### src/rtl/div_requester.sv
// rtl/div_requester.sv - Divide request sequencer: operand prep, core handshake, sign fix, writeback.
// Optional macro DIV_RESULT_REUSE_EN keeps the last core result and replays it for repeated operands.
module div_requester #(
    parameter int DIV_WIDTH = 32,
    parameter int ID_W = 3,
    localparam int CLZ_W = $clog2(DIV_WIDTH)
) (
    input  logic                 clk,
    input  logic                 rst,
    input  logic                 issue_valid,
    output logic                 issue_ready,
    input  logic [DIV_WIDTH-1:0] issue_rs1,
    input  logic [DIV_WIDTH-1:0] issue_rs2,
    input  logic [1:0]           issue_op,
    input  logic [ID_W-1:0]      issue_id,
    output logic                 div_start,
    output logic [DIV_WIDTH-1:0] div_dividend,
    output logic [DIV_WIDTH-1:0] div_divisor,
    output logic [CLZ_W-1:0]     div_dividend_CLZ,
    output logic [CLZ_W-1:0]     div_divisor_CLZ,
    input  logic                 div_done,
    input  logic [DIV_WIDTH-1:0] div_quotient,
    input  logic [DIV_WIDTH-1:0] div_remainder,
    output logic                 wb_valid,
    input  logic                 wb_ack,
    output logic [DIV_WIDTH-1:0] wb_data,
    output logic [ID_W-1:0]      wb_id
);

    typedef enum logic [2:0] {
        IDLE,
        START,
        WAIT,
        CAPTURE,
        RESULT
    } state_t;

    state_t state, state_next;

    logic                 accept;
    logic                 in_signed;
    logic                 in_neg1;
    logic                 in_neg2;
    logic                 div_by_zero;
    logic                 reuse_hit;
    logic [DIV_WIDTH-1:0] in_mag1;
    logic [DIV_WIDTH-1:0] in_mag2;
    logic [DIV_WIDTH-1:0] bypass_data;
    logic [DIV_WIDTH-1:0] quot_fix;
    logic [DIV_WIDTH-1:0] rem_fix;

    logic [1:0]           op_q;
    logic [ID_W-1:0]      id_q;
    logic                 neg1_q;
    logic                 neg2_q;
    logic [DIV_WIDTH-1:0] mag1_q;
    logic [DIV_WIDTH-1:0] mag2_q;
    logic [CLZ_W-1:0]     clz1_q;
    logic [CLZ_W-1:0]     clz2_q;
    logic [DIV_WIDTH-1:0] wb_data_q;

    // Zero saturates to DIV_WIDTH-1 so the count always fits in CLZ_W bits.
    function automatic logic [CLZ_W-1:0] clz(input logic [DIV_WIDTH-1:0] v);
        logic [CLZ_W-1:0] n;
        logic             found;
        n     = CLZ_W'(DIV_WIDTH - 1);
        found = 1'b0;
        for (int i = DIV_WIDTH - 1; i >= 0; i--) begin
            if (!found && v[i]) begin
                n     = CLZ_W'(DIV_WIDTH - 1 - i);
                found = 1'b1;
            end
        end
        return n;
    endfunction

    assign accept      = (state == IDLE) && issue_valid;
    assign in_signed   = ~issue_op[0];
    assign in_neg1     = in_signed & issue_rs1[DIV_WIDTH-1];
    assign in_neg2     = in_signed & issue_rs2[DIV_WIDTH-1];
    assign in_mag1     = in_neg1 ? -issue_rs1 : issue_rs1;
    assign in_mag2     = in_neg2 ? -issue_rs2 : issue_rs2;
    assign div_by_zero = (issue_rs2 == '0);

    // Both corrections are formed for every signed op so the reuse store holds each one.
    assign quot_fix = (neg1_q ^ neg2_q) ? -div_quotient : div_quotient;
    assign rem_fix  = neg1_q ? -div_remainder : div_remainder;

`ifdef DIV_RESULT_REUSE_EN
    logic                 reuse_valid;
    logic                 st_signed;
    logic                 st_neg1;
    logic                 st_neg2;
    logic [DIV_WIDTH-1:0] st_mag1;
    logic [DIV_WIDTH-1:0] st_mag2;
    logic [DIV_WIDTH-1:0] st_quot;
    logic [DIV_WIDTH-1:0] st_rem;

    assign reuse_hit = reuse_valid && (st_signed == in_signed) &&
                       (st_neg1 == in_neg1) && (st_neg2 == in_neg2) &&
                       (st_mag1 == in_mag1) && (st_mag2 == in_mag2);

    assign bypass_data = div_by_zero ? (issue_op[1] ? issue_rs1 : '1)
                                     : (issue_op[1] ? st_rem : st_quot);

    always_ff @(posedge clk) begin
        if (!rst) begin
            reuse_valid <= 1'b0;
        end else if (state == CAPTURE) begin
            reuse_valid <= 1'b1;
        end
    end

    always_ff @(posedge clk) begin
        if (state == CAPTURE) begin
            st_signed <= ~op_q[0];
            st_neg1   <= neg1_q;
            st_neg2   <= neg2_q;
            st_mag1   <= mag1_q;
            st_mag2   <= mag2_q;
            st_quot   <= quot_fix;
            st_rem    <= rem_fix;
        end
    end
`else
    assign reuse_hit   = 1'b0;
    assign bypass_data = issue_op[1] ? issue_rs1 : '1;
`endif

    always_ff @(posedge clk) begin
        if (!rst) begin
            state <= IDLE;
        end else begin
            state <= state_next;
        end
    end

    always_comb begin
        state_next  = state;
        issue_ready = 1'b0;
        div_start   = 1'b0;
        wb_valid    = 1'b0;
        case (state)
            IDLE: begin
                issue_ready = 1'b1;
                if (issue_valid) begin
                    state_next = (div_by_zero || reuse_hit) ? RESULT : START;
                end
            end
            START: begin
                div_start  = 1'b1;
                state_next = div_done ? CAPTURE : WAIT;
            end
            WAIT: begin
                if (div_done) begin
                    state_next = CAPTURE;
                end
            end
            CAPTURE: begin
                state_next = RESULT;
            end
            RESULT: begin
                wb_valid = 1'b1;
                if (wb_ack) begin
                    state_next = IDLE;
                end
            end
            default: begin
                state_next = IDLE;
            end
        endcase
    end

    // Operand registers change only on accept, which keeps the core inputs stable while busy.
    always_ff @(posedge clk) begin
        if (accept) begin
            op_q      <= issue_op;
            id_q      <= issue_id;
            neg1_q    <= in_neg1;
            neg2_q    <= in_neg2;
            mag1_q    <= in_mag1;
            mag2_q    <= in_mag2;
            clz1_q    <= clz(in_mag1);
            clz2_q    <= clz(in_mag2);
            wb_data_q <= bypass_data;
        end else if (state == CAPTURE) begin
            wb_data_q <= op_q[1] ? rem_fix : quot_fix;
        end
    end

    assign div_dividend     = mag1_q;
    assign div_divisor      = mag2_q;
    assign div_dividend_CLZ = clz1_q;
    assign div_divisor_CLZ  = clz2_q;
    assign wb_data          = wb_data_q;
    assign wb_id            = id_q;

endmodule
### config.mk
export PLATFORM = sky130hd
export DESIGN_NAME = div_requester
export DESIGN_NICKNAME = d
export VERILOG_FILES = /design/src/rtl/div_requester.sv
export SDC_FILE = /design/constraint.sdc
export NUM_CORES = 1
export LEC_CHECK = 0
export CORE_ASPECT_RATIO = 0.9
export CORE_MARGIN = 3
export CORE_UTILIZATION = 50
export CTS_CLUSTER_SIZE = 8
export DETAILED_ROUTE_END_ITERATION = 12
export GPL_ROUTABILITY_DRIVEN = 0
export PLACE_DENSITY_LB_ADDON = 0.1
export SLEW_MARGIN = 15
export SYNTH_ARGS = -nofsm -noshare
export SYNTH_HDL_FRONTEND = slang
export SYNTH_SLANG_ARGS = --single-unit
### constraint.sdc
create_clock -name clk -period 11.7 [get_ports clk]
set_input_delay 1.17 -clock clk [delete_from_list [all_inputs] [get_ports clk]]
set_output_delay 1.17 -clock clk [all_outputs]
set_load 0.02 [all_outputs]
==> flow_metrics.py <==
metrics = {
    "status": {
        "outcome": "finished clean",
    },
    "timing": {
        "slew_headroom_pct": 27.1,
        "finalHoldViolCount": 0,
        "fin_setup_tns_ps": 0,
        "fmax_ghz": 0.203,
        "slew_violations": 0,
        "tightest_slew_ps": 1090,
        "setup-violations-final": 0,
        "rsz0062_at_grt": "false",
        "finClkSkew_ps": 10.0,
        "layout_min_cycle_time_ps": 4930,
        "final.period_utilization_pct": 42.1,
    },
    "synth": {
        "ys_warn_count": 0,
        "synthCells": 894,
        "ys_ff_latch": 115,
        "async_flop_share_pct": 0,
        "ys_types": 82,
        "synth_top_family_by_area": "simple AND/OR/NAND/NOR gates",
        "synthMuxAreaShare_pct": 0.604,
        "netlist.area_leader.share_pct": 40.6,
        "syn_area_per_cell_um2": 9.28,
        "yosys.area_share.adder_pct": 0.604,
        "seq_area_frac_synth_pct": 41.3,
        "synth_compound_area_share_pct": 18.1,
        "synthFlopType": "edfxtp_1",
        "yosys-top-cells-area": "edfxtp_1 41%, xor2_1 7.2%, xnor2_1 5.4%, nor2_1 4.1%, a21oi_1 3.9%",
        "synth_top_area_cell": "edfxtp_1",
        "synth_nets": 1036,
        "synth-xor-area-share_pct": 12.6,
        "synthesis.area_mm2": 0.00829,
        "synth_enable_flop_cells": 112,
        "synth-simple-area-share_pct": 22.6,
    },
    "clock_network": {
        "cts_sinks": 115,
        "cts.repair.resized": 0,
        "clockRootBuffer": "clkbuf_16",
        "cts_tree": "built",
        "holdBufCountCts": 0,
        "clockBufferDepth": 2,
        "htreeDepth": 4,
        "cts_setup_buffers": 0,
        "cts_buffers": 17,
        "cts.clk_slew.worst_paths_ps": 50,
        "clock_latency_ps": 410,
    },
    "floorplanning": {
        "core-area_mm2": 0.0162,
        "row_count": 44,
        "die_height_um": 128,
        "dieWidth_um": 142,
        "die-area_mm2": 0.0182,
        "start_util_pct": 51.2,
        "pin_count": 250,
    },
    "global_routing": {
        "globalRouteTotalUtil_pct": 27.2,
        "grt_overflow_total": 0,
        "grt_first_pass_wirelength_um": 38800,
        "grt_pass1_vias": 7196,
        "grt_max_degree": 54,
        "antenna_found_initial": 0,
    },
    "cells_and_area": {
        "fin_cells": 1344,
        "antenna_cells": 0,
        "nets": 1268,
        "final_util_pct": 70.9,
        "drive_gt1_share_pct": 5.28,
        "areaGrowthSynthToFinish_pct": 38.3,
    },
    "critical_path": {
        "cp_slowest_cell": "inv_1",
        "critPathMaxFanout": 25,
        "end_kind": "register",
        "critical_path.startpoint": "issue_rs1[31]",
        "crit_buf_inv": 2,
        "reg2reg_depth": 7,
        "startpoint_type": "input port",
        "cp_top_family": "simple AND/OR/NAND/NOR gates",
        "regToRegSetupSlack_ps": 8420,
        "cpMostUsedCell": "a2111oi_1",
        "r2r-start": "state[0]",
        "worstPathArrival_ps": 5060,
        "cp_data_required_time_ps": 11830,
        "cpPeakStageDelay_ps": 710,
        "crit_cells": 10,
        "crit_end": "div_dividend_CLZ[0]",
        "crit_type": "input port to register",
        "path_cells": "clkdlybuf4s50_1 -> nand2b_1 -> inv_1 -> o21ai_0 -> a221oi_1 -> and4bb_2 -> nand2_2 -> or3_4 -> a2111oi_1 -> a2111oi_1",
        "worstReg2RegEnd": "wb_data[1]",
    },
    "pwr": {
        "power.static_leakage_nw": 4.00,
        "power_density_mw_per_mm2": 140,
        "vdd.ir_drop.worst_mv": 0.113,
    },
    "job": {
        "cap_violations": 0,
    },
    "drt": {
        "vias": 8111,
        "firstDrtPassIters": 5,
        "wl_um": 25500,
        "ant_nets": 0,
        "wire_per_inst_um": 19.0,
        "drc": 0,
        "avgViaCountPerCell": 6.03,
        "dr.first_iter.drc_count": 899,
    },
    "place": {
        "dp_cells": 1314,
        "port_buffers": 249,
        "hpwl_um": 19800,
    },
    "worst_hold_path": {
        "hp-class": "register to register",
    },
}
-- report_power, final --
group / leakage (nW) / internal [mW] / switching (mW) / total [mW]
Combinational: 2.64 / 0.229 / 0.312 / 0.541
Clock: 0.271 / 0.330 / 0.176 / 0.506
Sequential: 1.09 / 0.543 / 0.0197 / 0.563
-- synthesized netlist by cell type, types with 3 or more instances --
master    number
o31ai_1       17
o21ai_1        3
or3_1          8
a311oi_1       4
xor2_1        68
nand3_1       13
ha_1           4
a211oi_1       5
and3b_1        4
dfxtp_1        3
o21bai_1       5
nand2_1       62
nand4b_1       4
xnor2_1       51
nor4_2         3
o22ai_1       13
nand4_1        8
clkbuf_1      28
nand3b_1       4
nor3_2         4
buf_1          5
buf_6          5
mux2i_1        5
edfxtp_1     112
nor2_1        90
buf_2          3
and3_1        12
o21ai_0       57
a21oi_1       65
or4_1          9
nor3b_1       18
nor3_1        34
nor2b_1        3
nor4_4         3
or2_2          3
inv_1         41
a31oi_1       18
and2_1         8
nor4_1        16
a41oi_1        5
nand2b_1      12
o41ai_1       10
-- through the flow --
stage	power, mW	worst slack (ps)	hold slack, ps	cell area, µm²
finish	1.61	6770	623	11500
global route	1.68	6510	677	11500
CTS	1.61	6870	623	11500
detailed placement	1.11	6460	615	10900
global placement	1.10	6690	582	10900
floorplan	0.867	6850	569	8290
-- logic make-up after synthesis --
group | Yosys count
adder cells (fa/ha/maj) | 4
buffers and inverters | 83
multiplexers | 5
flip-flops | 115
AND/OR/NAND/NOR | 335
AO/OA/AOI/OAI | 233
XOR/XNOR | 119
-- sequential cells by signal, indices dropped and copies added, names as in the netlist --
register	flops
neg2_q	1
div_dividend_CLZ	5
state	3
neg1_q	1
wb_id	3
div_dividend	32
div_divisor_CLZ	5
div_divisor	32
op_q	1
wb_data	32
-- how the worst min path moves through the flow --
stage,startpoint,depth (start not counted),slack (ps),end
6_report,state[0],2,620,state[0]
5_1_grt,state[0],2,680,state[0]
4_1_cts,state[0],2,620,state[0]
3_5_place_dp,state[0],2,610,state[0]
3_3_place_gp,state[1],2,580,state[1]
2_1_floorplan,state[2],2,570,state[2]
-- cells in the final DEF (no fill, tap or decap), types with 5 or more instances in the layout --
master / count
nor3_1: 34
clkdlybuf4s50_1: 249
buf_4: 5
nor4_1: 16
edfxtp_1: 112
o22ai_1: 13
and2_1: 8
o31ai_1: 17
a31oi_1: 18
nand3_1: 13
o21bai_1: 5
nor2_1: 90
or3_1: 8
clkbuf_16: 17
inv_1: 40
mux2i_1: 5
nand4_1: 8
xnor2_1: 51
a41oi_1: 5
or4_1: 9
a21oi_1: 64
o41ai_1: 10
o21ai_0: 57
nor3b_1: 18
nand2b_1: 12
and3_1: 12
nand2_1: 62
a211oi_1: 5
xor2_1: 68
-- worst min-delay path: stages, from the launching register on --
cell     delay [ps]
dfxtp_1         380
a31oi_1         160
nor2_1           40
-- per-layer routing --
metal	up-vias	GRT usage (%)	wire length, µm
li1	3818	-	-
met1	3804	40.2	11400
met2	461	39.1	11000
met3	28	7.46	2670
met4	0	7.39	446
met5	-	0	0
-- final cells by class --
class / count / area (µm²)
Fill cell: 1317 / 4710
Inverter: 42 / 159
Timing Repair Buffer: 254 / 2530
Clock inverter: 11 / 139
Multi-Input combinational cell: 696 / 4530
Tap cell: 207 / 259
Clock buffer: 19 / 433
Sequential cell: 115 / 3420
Power figures use the tool's default switching activity.
